File: src/rtl/tile_mux_pkg.sv
// Shared types and header-field layout for the tile local-port mux.
// Header beat layout: {.., channel id, source {Y,X}, destination {Y,X}}.
package tile_mux_pkg;

    typedef enum logic {
        EG_IDLE,
        EG_BUSY
    } egress_state_t;

    typedef enum logic [1:0] {
        IN_HDR,
        IN_BODY,
        IN_DROP
    } ingress_state_t;

    // Width of one {Y,X} coordinate pair
    function automatic int xy_w(input int xy_sz);
        return 2 * xy_sz;
    endfunction

    // Destination {Y,X} sits at the bottom of the header
    function automatic int dst_lsb(input int xy_sz);
        return 0 * xy_sz;
    endfunction

    // Source {Y,X} follows the destination
    function automatic int src_lsb(input int xy_sz);
        return 2 * xy_sz;
    endfunction

    // Channel id follows the source
    function automatic int ch_lsb(input int xy_sz);
        return 4 * xy_sz;
    endfunction

endpackage

File: src/rtl/tile_rr_arbiter.sv
// Combinational round-robin pick: first requester strictly after last_grant,
// wrapping around to channel 0.
module tile_rr_arbiter #(
    parameter int NCH  = 4,
    parameter int CH_W = $clog2(NCH)
) (
    input  logic [NCH-1:0]  req,
    input  logic [CH_W-1:0] last_grant,
    output logic            gnt_vld,
    output logic [NCH-1:0]  gnt_oh,
    output logic [CH_W-1:0] gnt_idx
);

    logic found;

    // Pass 1 looks above last_grant, pass 2 wraps to the lowest requester
    always_comb begin
        gnt_vld = |req;
        gnt_oh  = '0;
        gnt_idx = '0;
        found   = 1'b0;
        for (int i = 0; i < NCH; i++) begin
            if (!found && req[i] && (i > int'(last_grant))) begin
                found     = 1'b1;
                gnt_oh[i] = 1'b1;
                gnt_idx   = CH_W'(i);
            end
        end
        for (int i = 0; i < NCH; i++) begin
            if (!found && req[i]) begin
                found     = 1'b1;
                gnt_oh[i] = 1'b1;
                gnt_idx   = CH_W'(i);
            end
        end
    end

endmodule

File: src/rtl/tile_local_port_mux.sv
// Tile local-port mux: NCH accelerator AXI-Stream channels share the switch
// local-in port (packet round-robin, header src/channel stamping), and switch
// local-out packets are steered back to the channel named in their header.
// Optional: define TILE_MUX_DROP_CNT_EN to count dropped ingress packets;
// otherwise drop_cnt reads 0 and no counter exists.
module tile_local_port_mux
    import tile_mux_pkg::*;
#(
    parameter int BW         = 32,
    parameter int BWB        = BW / 8,
    parameter int NCH        = 4,
    parameter int CH_W       = $clog2(NCH),
    parameter int XY_SZ      = 3,
    parameter int DROP_CNT_W = 16
) (
    input  logic                  clk_line,
    input  logic                  clk_line_rst_high,
    input  logic [2*XY_SZ-1:0]    HsrcId,
    // egress from accelerators
    input  logic [NCH-1:0]        acc_in_TVALID,
    output logic [NCH-1:0]        acc_in_TREADY,
    input  logic [NCH-1:0]        acc_in_TLAST,
    input  logic [NCH*BW-1:0]     acc_in_TDATA,
    input  logic [NCH*BWB-1:0]    acc_in_TKEEP,
    // to switch local-in
    output logic                  noc_out_TVALID,
    input  logic                  noc_out_TREADY,
    output logic                  noc_out_TLAST,
    output logic [BW-1:0]         noc_out_TDATA,
    output logic [BWB-1:0]        noc_out_TKEEP,
    // from switch local-out
    input  logic                  noc_in_TVALID,
    output logic                  noc_in_TREADY,
    input  logic                  noc_in_TLAST,
    input  logic [BW-1:0]         noc_in_TDATA,
    input  logic [BWB-1:0]        noc_in_TKEEP,
    // ingress to accelerators
    output logic [NCH-1:0]        acc_out_TVALID,
    input  logic [NCH-1:0]        acc_out_TREADY,
    output logic [NCH-1:0]        acc_out_TLAST,
    output logic [NCH*BW-1:0]     acc_out_TDATA,
    output logic [NCH*BWB-1:0]    acc_out_TKEEP,
    output logic [DROP_CNT_W-1:0] drop_cnt
);

    localparam int SRC_LSB = src_lsb(XY_SZ);
    localparam int CH_LSB  = ch_lsb(XY_SZ);
    localparam int XYW     = xy_w(XY_SZ);

    // ------------------------------------------------------------------
    // Egress: accelerators -> switch
    // ------------------------------------------------------------------
    logic [NCH-1:0][BW-1:0]  in_data;
    logic [NCH-1:0][BWB-1:0] in_keep;

    egress_state_t   eg_state, eg_next;
    logic [CH_W-1:0] grant_q;
    logic [NCH-1:0]  grant_oh_q;
    logic [CH_W-1:0] last_grant;
    logic            first_beat;
    logic            eg_hs;

    logic            arb_vld;
    logic [NCH-1:0]  arb_oh;
    logic [CH_W-1:0] arb_idx;

    assign in_data = acc_in_TDATA;
    assign in_keep = acc_in_TKEEP;
    assign eg_hs   = noc_out_TVALID & noc_out_TREADY;

    tile_rr_arbiter #(
        .NCH  (NCH),
        .CH_W (CH_W)
    ) u_arb (
        .req        (acc_in_TVALID),
        .last_grant (last_grant),
        .gnt_vld    (arb_vld),
        .gnt_oh     (arb_oh),
        .gnt_idx    (arb_idx)
    );

    // Egress state, grant register and round-robin pointer
    always_ff @(posedge clk_line) begin
        if (clk_line_rst_high) begin
            eg_state   <= EG_IDLE;
            grant_q    <= '0;
            grant_oh_q <= '0;
            last_grant <= CH_W'(NCH - 1);
            first_beat <= 1'b1;
        end else begin
            eg_state <= eg_next;
            if (eg_state == EG_IDLE) begin
                if (arb_vld) begin
                    grant_q    <= arb_idx;
                    grant_oh_q <= arb_oh;
                end
                first_beat <= 1'b1;
            end else if (eg_hs) begin
                first_beat <= 1'b0;
                if (noc_out_TLAST)
                    last_grant <= grant_q;
            end
        end
    end

    // Egress next state and the combinational forward path with header stamping
    always_comb begin
        eg_next        = eg_state;
        noc_out_TVALID = 1'b0;
        noc_out_TLAST  = acc_in_TLAST[grant_q];
        noc_out_TKEEP  = in_keep[grant_q];
        noc_out_TDATA  = in_data[grant_q];
        acc_in_TREADY  = '0;
        if (first_beat) begin
            noc_out_TDATA[SRC_LSB +: XYW] = HsrcId;
            noc_out_TDATA[CH_LSB +: CH_W] = grant_q;
        end
        case (eg_state)
            EG_IDLE: begin
                // grant is registered here, which costs one bubble per packet
                if (arb_vld)
                    eg_next = EG_BUSY;
            end
            EG_BUSY: begin
                noc_out_TVALID = acc_in_TVALID[grant_q];
                acc_in_TREADY  = grant_oh_q & {NCH{noc_out_TREADY}};
                if (acc_in_TVALID[grant_q] && noc_out_TREADY && acc_in_TLAST[grant_q])
                    eg_next = EG_IDLE;
            end
            default: eg_next = EG_IDLE;
        endcase
        // hold every handshake low while reset is applied
        if (clk_line_rst_high) begin
            noc_out_TVALID = 1'b0;
            acc_in_TREADY  = '0;
            eg_next        = EG_IDLE;
        end
    end

    // ------------------------------------------------------------------
    // Ingress: switch -> accelerators
    // ------------------------------------------------------------------
    ingress_state_t  in_state, in_next;
    logic [CH_W-1:0] in_ch_q;
    logic [CH_W-1:0] hdr_ch;
    logic            hdr_ok;
    logic [CH_W-1:0] in_sel;
    logic            in_route;

    assign hdr_ch = noc_in_TDATA[CH_LSB +: CH_W];
    assign hdr_ok = (int'(hdr_ch) < NCH);

    // data/keep/last are broadcast; only the selected TVALID qualifies them
    assign acc_out_TDATA = {NCH{noc_in_TDATA}};
    assign acc_out_TKEEP = {NCH{noc_in_TKEEP}};
    assign acc_out_TLAST = {NCH{noc_in_TLAST}};

    // Ingress state and locked channel
    always_ff @(posedge clk_line) begin
        if (clk_line_rst_high) begin
            in_state <= IN_HDR;
            in_ch_q  <= '0;
        end else begin
            in_state <= in_next;
            if (in_state == IN_HDR)
                in_ch_q <= hdr_ch;
        end
    end

    // Ingress routing / discard decisions
    always_comb begin
        in_next        = in_state;
        in_sel         = in_ch_q;
        in_route       = 1'b0;
        noc_in_TREADY  = 1'b0;
        acc_out_TVALID = '0;
        case (in_state)
            IN_HDR: begin
                if (hdr_ok) begin
                    in_sel   = hdr_ch;
                    in_route = 1'b1;
                    if (noc_in_TVALID && acc_out_TREADY[hdr_ch] && !noc_in_TLAST)
                        in_next = IN_BODY;
                end else begin
                    noc_in_TREADY = 1'b1;
                    if (noc_in_TVALID && !noc_in_TLAST)
                        in_next = IN_DROP;
                end
            end
            IN_BODY: begin
                in_route = 1'b1;
                if (noc_in_TVALID && acc_out_TREADY[in_ch_q] && noc_in_TLAST)
                    in_next = IN_HDR;
            end
            IN_DROP: begin
                noc_in_TREADY = 1'b1;
                if (noc_in_TVALID && noc_in_TLAST)
                    in_next = IN_HDR;
            end
            default: in_next = IN_HDR;
        endcase
        if (in_route) begin
            acc_out_TVALID[in_sel] = noc_in_TVALID;
            noc_in_TREADY          = acc_out_TREADY[in_sel];
        end
        if (clk_line_rst_high) begin
            noc_in_TREADY  = 1'b0;
            acc_out_TVALID = '0;
            in_next        = IN_HDR;
        end
    end

`ifdef TILE_MUX_DROP_CNT_EN
    logic                  drop_hs;
    logic [DROP_CNT_W-1:0] drop_q;

    // a dropped packet is counted once, on its header handshake
    assign drop_hs = !clk_line_rst_high && (in_state == IN_HDR) && !hdr_ok && noc_in_TVALID;

    // Saturating dropped-packet counter
    always_ff @(posedge clk_line) begin
        if (clk_line_rst_high)
            drop_q <= '0;
        else if (drop_hs && !(&drop_q))
            drop_q <= drop_q + 1'b1;
    end

    assign drop_cnt = drop_q;
`else
    assign drop_cnt = '0;
`endif

endmodule

File: config.mk
export PLATFORM = sky130hd
export DESIGN_NAME = tile_local_port_mux
export DESIGN_NICKNAME = d
export VERILOG_FILES = /design/src/rtl/tile_mux_pkg.sv /design/src/rtl/tile_rr_arbiter.sv /design/src/rtl/tile_local_port_mux.sv
export SDC_FILE = /design/constraint.sdc
export NUM_CORES = 1
export LEC_CHECK = 0
export BUFFER_PORTS_ARGS = -buffer_cell sky130_fd_sc_hd__buf_2
export CAP_MARGIN = 20
export CORE_AREA = 2 2 160 162
export CTS_CLUSTER_SIZE = 28
export DETAILED_ROUTE_END_ITERATION = 10
export DIE_AREA = 0 0 162 164
export PLACE_DENSITY = 0.46
export SETUP_SLACK_MARGIN = 0.5
export SYNTH_ARGS = -nofsm -noshare
export SYNTH_HDL_FRONTEND = slang
export SYNTH_SLANG_ARGS = --single-unit
File: constraint.sdc
create_clock -name clk_line -period 2 [get_ports clk_line]
set_input_delay 0.3 -clock clk_line [delete_from_list [all_inputs] [get_ports clk_line]]
set_output_delay 0.3 -clock clk_line [all_outputs]
set_load 0.005 [all_outputs]
==> run_results.csv <==
group,metric,value,unit
sta,finClkSkew,0.000557,ns
power,p_per_area,413,nW/um^2
critical_path,start_kind,"register",
placed_design,placed_cell_area,3430,um^2
drt,drt_iter0_drc,91,
die,pin_count,414,
die,core,24800,um^2
critical_path,endpoint_kind,"output pin",
power,peakVddDrop,402,uV
synth,yosysUniqueCellTypes,40,
sta,setup_viol,0,
critical_path,cp_data_required_time,1.70,ns
hold_path,hold_start,"clk_line_rst_high",
clock_network,cts.sinks,13,
synth,synth_edf_count,0,
synth,ys_async_sr_fraction,0,%
global_route,grt_pass1_vias,2567,
drt,wire_per_inst,17.1,um
clock_network,cts_tree,"yes",
sta,fin_tns_setup,0,ns
sta,fmax,521,MHz
sta,min_period_over_period,96.0,%
finish,area_growth,25.5,%
synth,yosys_register_bits,13,
global_route,antenna_found_initial,3,
job,cap_viol_max_count,0,
critical_path,cp.arrival,1.62,ns
drt,first_pass_iters,3,
global_route,grt_start_max_net_pins,23,
critical_path,worstPathCellList,"mux2i_4 -> mux4_2 -> nor2b_4 -> buf_2",
critical_path,critPathMaxFanout,4,
clock_network,path_clk_slew,0.04,ns
finish,nNetsFinal,626,
critical_path,regToRegStartpoint,"grant_q[0]",
clock_network,insertion_delay,0.24,ns
global_route,grt_pass1_wl,16400,um
die,dieArea,26600,um^2
critical_path,cp_num_buf_inv,1,
placed_design,gp_congestion,0.728,
drt,num_vias,2652,
sta,finalMaxSlewViolations,0,
critical_path,r2r_slack,0.45,ns
hold_path,min-delay-path-class,"in2reg",
clock_network,cts_root_buf,"clkbuf_16",
critical_path,crit_family,"multiplexers",
finish,final_area,3810,um^2
synth,syn_area,3040,um^2
global_route,overflow,0,
synth,yosys_warnings,0,
drt,drc,0,
global_route,grt_util_met3,5.35,%
die,fp-row-count,58,
clock_network,cts.path.max_buffers,2,
critical_path,reg2reg_depth,5,
die,die_w,162,um
drt,avgViaCountPerCell,3.51,
global_route,track_usage,8.37,%
status,status,"finished, final reports clean",
synth,synthDominantCellAreaShare,40.7,%
global_route,grt_use_met1,9.52,%
sta,min_period,1.92,ns
synth,yosys.area.top_type,"buf_4",
sta,grt_setup_unrepaired,"true",
global_route,busiest_layer,"met2",
power,p_leak,0.00176,uW
critical_path,path_depth,4,
finish,nFillCells,2884,
hold_path,hold_depth,2,
placed_design,portBuffers,227,
critical_path,slowest_stage,"mux4_2",
sta,fin_hold_ws,0.390,ns
clock_network,htreeDepth,1,
synth,synth_top_flop_cell,"dfxtp_1",
drt,antenna_left,0,
critical_path,slowest_delay,0.51,ns
synth,synth.most_common_cell,"buf_4",
synth,ys_seq_area_share,8.56,%
drt,drt_wl_total,12900,um
power,total_power,1580,uW
synth,syn_area_per_cell,9.13,um^2
clock_network,cts_buffers,3,
finish,drive_gt1_share,74.6,%
hold_path,hold-path-endpoint,"in_ch_q[1]",
die,initial_core_util,12.3,%
synth,ys_top_cells_by_area,"buf_4, mux4_2, dfxtp_1",
sta,finalHoldViolCount,0,
placed_design,dp_hpwl,11000,um
synth,synthTopCellsByCount,"buf_4, mux4_2, nand2_1",
die,die_height,164,um
global_route,grt.met2_usage,13.7,%
critical_path,worst-setup-path-type,"reg2out",
synth,synthCells,333,
critical_path,r2r_end,"last_grant[1]",
==> through the flow <==
| stage | instances | setup slack (ns) | utilization, % |
|---|---|---|---|
| 6_report | 755 | 0.0795 | 15.4 |
| 5_1_grt | 752 | 0.0251 | 15.3 |
| 4_1_cts | 745 | 0.0663 | 14.6 |
| 3_5_place_dp | 734 | 0.204 | 13.8 |
| 3_3_place_gp | 734 | 0.167 | 13.8 |
| 2_1_floorplan | 348 | 0.421 | - |
==> layout by cell type (no fill, tap or decap), types with 5 or more instances in the layout <==
cell type / count
buf_2: 220
a21oi_1: 9
dfxtp_1: 8
conb_1: 16
mux4_2: 38
buf_6: 11
buf_4: 9
clkbuf_16: 5
mux2i_1: 6
nand2_1: 24
buf_12: 5
nor2_1: 13
==> state kept, by name (all words and copies together) (netlist names) <==
name	cells
grant_oh_q	4
grant_q	2
in_ch_q	2
last_grant	2
eg_state	1
first_beat	1
in_state	1
==> logic make-up after synthesis <==
family / Yosys count / synth area share, %
flops: 13 / 8.56
compound gates: 31 / 7.08
buf+inv: 184 / 43.9
other cells: 1 / 0.123
mux: 49 / 32.0
simple gates: 54 / 7.98
fa+ha+maj: 1 / 0.370
==> routing by layer <==
metal / vias to the layer above / wire length (um)
li1: 1176 / -
met4: 0 / 80
met5: - / 0
met3: 9 / 1900
met2: 230 / 5910
met1: 1237 / 4990
==> area by class of cell <==
type	instances	area (um^2)	area share, %
multi-input combinational	151	1560	40.8
timing repair buffer	248	1460	38.2
tap	330	413	10.8
sequential	13	277	7.25
clock buffer	4	78.8	2.07
inverter	6	25.0	0.656
antenna	3	7.51	0.197
==> repair_timing <==
item,CTS,global route
buffers inserted,7,5
resized for setup,15,22
hold buffers,0,0
setup endpoints to repair,49,51
cloned,0,2
pin swaps,0,7
==> where the power goes <==
part	switching (uW)	total, uW	internal, uW
sequential	24.5	304	280
clock	106	375	269
combinational	379	898	519
==> how the worst max path moves through the flow <==
stage	from	to	slack, ns
final	in_state[0]	noc_in_TREADY	0.08
after floorplan	in_state[0]	noc_in_TREADY	0.42
after CTS	grant_q[0]	noc_out_TDATA[20]	0.07
after global placement	grant_q[0]	noc_out_TDATA[11]	0.17
after detailed placement	grant_q[0]	noc_out_TDATA[20]	0.20
after global routing	in_state[0]	noc_in_TREADY	0.03
Power figures use the tool's default switching activity.
